===== config.mk =====
export PLATFORM = sky130hd
export DESIGN_NAME = uart_rx_fifo
export DESIGN_NICKNAME = d
export VERILOG_FILES = /design/src/rtl/uart_rx_fifo.sv
export SDC_FILE = /design/constraint.sdc
export NUM_CORES = 1
export LEC_CHECK = 0
export BUFFER_PORTS_ARGS = -buffer_cell sky130_fd_sc_hd__clkbuf_2
export CELL_PAD_IN_SITES_DETAIL_PLACEMENT = 0
export CELL_PAD_IN_SITES_GLOBAL_PLACEMENT = 1
export CORE_ASPECT_RATIO = 0.5
export CORE_UTILIZATION = 51
export DETAILED_ROUTE_END_ITERATION = 8
export PLACE_DENSITY_LB_ADDON = 0.15
export RECOVER_POWER = 100
export SETUP_SLACK_MARGIN = 0.5
export SYNTH_ARGS = -nofsm -noshare
export SYNTH_HDL_FRONTEND = slang
export SYNTH_SLANG_ARGS = --single-unit
export TNS_END_PERCENT = 1

===== constraint.sdc =====
create_clock -name clk -period 4.9 [get_ports clk]
set_input_delay 0.735 -clock clk [delete_from_list [all_inputs] [get_ports clk]]
set_output_delay 0.735 -clock clk [all_outputs]
set_load 0.1 [all_outputs]

===== src/rtl/uart_rx_fifo.sv =====
`default_nettype none
// ---------------------------------------------------------------------------
// uart_rx_fifo : 16550 receive FIFO of {data, break, parity err, framing err}
// Revision     : 1.0
// ---------------------------------------------------------------------------
module uart_rx_fifo #(
  parameter int fifo_width     = 11,
  parameter int fifo_depth     = 16,
  parameter int fifo_pointer_w = 4,
  parameter int fifo_counter_w = 5
) (
  input  logic                      clk,
  input  logic                      wb_rst_i,
  input  logic [fifo_width-1:0]     data_in,
  input  logic                      push,
  input  logic                      pop,
  input  logic                      fifo_reset,
  input  logic                      reset_status,
  output logic [fifo_width-1:0]     data_out,
  output logic [fifo_counter_w-1:0] count,
  output logic                      overrun,
  output logic                      error_bit
);

  localparam logic [fifo_counter_w-1:0] depth_cnt = fifo_counter_w'(fifo_depth);
  localparam logic [fifo_pointer_w-1:0] last_ptr  = fifo_pointer_w'(fifo_depth - 1);

  logic [fifo_width-4:0]     ram [fifo_depth];
  logic [2:0]                status [fifo_depth];
  logic [fifo_pointer_w-1:0] top;
  logic [fifo_pointer_w-1:0] bottom;
  logic [fifo_pointer_w-1:0] top_next;
  logic [fifo_pointer_w-1:0] bottom_next;

  logic full;
  logic empty;
  logic wr;
  logic rd;
  logic set_overrun;

  assign full  = (count == depth_cnt);
  assign empty = (count == '0);

  // A push into a full FIFO is still accepted when paired with a pop, since
  // the pop frees the slot the push lands in.
  assign wr          = push && (!full || pop);
  assign rd          = pop && !empty;
  assign set_overrun = push && !pop && full;

  assign top_next    = (top == last_ptr)    ? '0 : top + 1'b1;
  assign bottom_next = (bottom == last_ptr) ? '0 : bottom + 1'b1;

  always_ff @(posedge clk) begin
    if (wr) begin
      ram[top] <= data_in[fifo_width-1:3];
    end
  end

  always_ff @(posedge clk or posedge wb_rst_i) begin
    if (wb_rst_i) begin
      top     <= '0;
      bottom  <= '0;
      count   <= '0;
      overrun <= 1'b0;
      for (int i = 0; i < fifo_depth; i++) begin
        status[i] <= 3'b000;
      end
    end else if (fifo_reset) begin
      top     <= '0;
      bottom  <= '0;
      count   <= '0;
      overrun <= 1'b0;
      for (int i = 0; i < fifo_depth; i++) begin
        status[i] <= 3'b000;
      end
    end else begin
      if (wr) begin
        top <= top_next;
      end
      if (rd) begin
        bottom <= bottom_next;
      end
      if (wr && !rd) begin
        count <= count + 1'b1;
      end else if (rd && !wr) begin
        count <= count - 1'b1;
      end
      // The set term is last so it wins over a same-cycle status clear.
      if (reset_status) begin
        overrun <= 1'b0;
      end
      if (set_overrun) begin
        overrun <= 1'b1;
      end
      for (int i = 0; i < fifo_depth; i++) begin
        if (wr && (top == fifo_pointer_w'(i))) begin
          status[i] <= data_in[2:0];
        end else if (rd && (bottom == fifo_pointer_w'(i))) begin
          status[i] <= 3'b000;
        end
      end
    end
  end

  assign data_out = {ram[bottom], status[bottom]};

  always_comb begin
    error_bit = 1'b0;
    for (int i = 0; i < fifo_depth; i++) begin
      error_bit = error_bit | (|status[i]);
    end
  end

endmodule
`default_nettype wire


==> results.py <==
metrics = {
    "clock_network": {
        "clockBufferDepth": 2,
        "cts.sink_count": 190,
        "cts_resized": 0,
        "cts_root_buffer": "clkbuf_16",
        "clock_latency_ns": 0.44,
        "htree_levels": 4,
        "cts_tree": "yes",
        "post_cts_buffers": 0,
        "cts_hold_buf": 0,
        "numCtsBuffers": 17,
        "path_clk_slew_ns": 0.08,
    },
    "synthesis": {
        "synth_xor_area_frac": 0.004067,
        "synthMuxAreaShare": 0.1248,
        "ys_async_sr_fraction": 0.3263,
        "synth_most_common_cell": "edfxtp_1",
        "avgSynthCellArea_um2": 15.17,
        "synth_area_leaders": "edfxtp_1, dfrtp_1, mux4_2",
        "ys_top_cells_by_count": "edfxtp_1, inv_1, dfrtp_1",
        "synth-edff-count": 128,
        "synth-adder-area-share": 0.01830,
        "synth_compound_area_frac": 0.1259,
        "synth-simple-area-share": 0.04808,
        "synth_top_cell_area_share": 0.4462,
        "yosys_warnings": 0,
        "synth_top_family_by_area": "compound AO/OA/AOI/OAI gates",
        "ys_types": 52,
        "synth-seq-cells": 190,
        "postSynthCellCount": 568,
        "synth.net_count": 597,
        "seq_area_frac_synth": 0.6263,
        "yosysTopAreaCell": "edfxtp_1",
        "syn_area_um2": 8615,
        "synth_flop_cell": "edfxtp_1",
    },
    "worst_setup_path": {
        "r2r_cells": 3,
        "cp_data_required_time_ns": 4.16,
        "worstPathArrival_ns": 3.10,
        "timing_worst_setup_path_type": "register to output pin",
        "cp_top_family": "buffers and inverters",
        "crit_chain": "inv_1, mux4_2, o221ai_1, clkbuf_1",
        "critPathMaxFanout": 16,
        "path_depth": 4,
        "slowest_stage": "clkbuf_1",
        "slowest_delay_ns": 0.90,
        "crit_buf_inv": 2,
        "end_kind": "output pin",
        "cp-start-kind": "register",
    },
    "run": {
        "drv_cap": 2,
    },
    "drt": {
        "drcViolationCount": 2,
        "vias": 5127,
        "wirelength_mm": 20.38,
        "dr.pass1.iters": 7,
        "vias_per_cell": 6.177,
        "wire_per_inst_um": 24.55,
        "postRouteAntennaNets": 0,
        "drtIter0Drc": 460,
    },
    "die": {
        "initial_utilization": 0.5242,
        "die_height_um": 93.90,
        "dieArea_um2": 17450,
        "die_w_um": 185.8,
        "core_um2": 16430,
        "pin_count": 35,
        "num_rows": 33,
    },
    "final_layout": {
        "seqCellArea_um2": 5398,
        "fillers": 1356,
        "stdcell_count": 830,
        "synthToLayoutAreaGrowth_pct": 8.613,
        "drive_gt1_frac": 0.1625,
        "nets": 619,
        "multi_input_area_um2": 2643,
        "stdcell_area_um2": 9356,
        "diodes": 0,
    },
    "power": {
        "irDropWorstVdd_mv": 0.3451,
        "power_density_nw_per_um2": 447.4,
        "totalPowerFinal_w": 0.004186,
        "p_leak_nw": 3.327,
    },
    "outcome": {
        "violations": "design-rule violations, max-capacitance violations, max-slew violations",
        "outcome": "complete, but fails checks",
    },
    "sta": {
        "clock.fmax_ghz": 0.2606,
        "slew_headroom": -0.8631,
        "layout_min_cycle_time_ns": 3.837,
        "tns_ns": 0,
        "worst_clock_skew_ns": 0.01247,
        "min_period_over_period": 0.7830,
        "hold_viol": 0,
        "slew_viol_final": 102,
        "rsz0062_at_grt": "false",
        "tightest_slew_ns": 2.795,
        "setup_viol": 0,
    },
    "placement": {
        "port_buffers": 34,
        "hpwl_mm": 13.41,
        "placed_cell_area_um2": 8954,
        "routabilityCongestion": 0.7984,
        "place_inst": 798,
    },
    "global_routing": {
        "grt_first_pass_wirelength_mm": 31.42,
        "antenna_found_initial": 0,
        "grt_max_degree": 52,
        "grt_pass1_vias": 5138,
        "grt-ovfl-total": 0,
        "grt_usage": 0.2558,
    },
    "hold_path": {
        "holdCritPathClass": "primary input to asynchronous set/reset pin",
    },
}
area by class of cell:
class	count	area share
sequential	190	0.5769
multi-input combinational	268	0.2824
clock buffer	17	0.04547
tap	227	0.03036
inverter	72	0.02888
timing repair buffer	41	0.02086
clock inverter	15	0.01511
worst paths after layout:
check	end	from	slack, ns
setup reg to reg	ram[13][1]	count[3]	1.85
hold reg to reg	status[31]	status[31]	0.57
setup / recovery	data_out[2]	bottom[0]	1.06
hold / removal	count[3]	wb_rst_i	0.31
min in group clk	status[31]	status[31]	0.57
max in group asynchronous	status[25]	wb_rst_i	1.57
registers in the layout, indices dropped and copies added, names as in the netlist:
signal,count
overrun,1
count,5
status,48
bottom,4
top,4
ram,128
per-layer routing:
| metal | vias up | wire [µm] | track usage |
|---|---|---|---|
| met5 | - | 0 | 0.01846 |
| li1 | 2267 | - | - |
| met1 | 2643 | 9321 | 0.3638 |
| met4 | 0 | 248 | 0.07650 |
| met3 | 22 | 1274 | 0.05388 |
| met2 | 195 | 9531 | 0.3961 |
power breakdown:
part	switching (W)	leakage (nW)	internal [W]	total [W]
Clock	0.000680	0.284	0.000678	0.00136
Combinational	0.000716	1.03	0.000285	0.00100
Sequential	0.0000626	2.01	0.00176	0.00183
through the flow:
step / utilization / hold slack (ns) / setup WS [ns]
finish: 0.5694 / 0.3050 / 1.063
global route: 0.5694 / 0.3437 / 0.9592
CTS: 0.5793 / 0.2214 / 1.361
detailed placement: 0.5448 / 0.5581 / 1.857
global placement: 0.5448 / 0.5492 / 1.892
floorplan: - / 0.5303 / 1.277
cell usage in the layout, fill, tap and decap left out, drive strengths merged, types with 4 or more instances in the layout:
cell type	count
a21oi	9
a22oi	19
buf	5
clkbuf	53
clkinv	7
dfrtp	62
edfxtp	128
ha	11
inv	80
mux2i	5
mux4	44
nand2	13
nand2b	6
nand3	4
nand4	4
nor2	9
nor2b	10
nor4	12
o2111ai	7
o211ai	13
o21ai	19
o32ai	48
kinds of logic (layout without fill, tap and decap cells):
family | Yosys count | count (layout)
fa+ha+maj | 12 | 12
flops | 190 | 190
xor+xnor | 4 | 4
buf+inv | 110 | 145
compound gates | 126 | 126
mux | 52 | 52
simple gates | 74 | 74
Note: power is estimated with default switching activity, not from simulation.
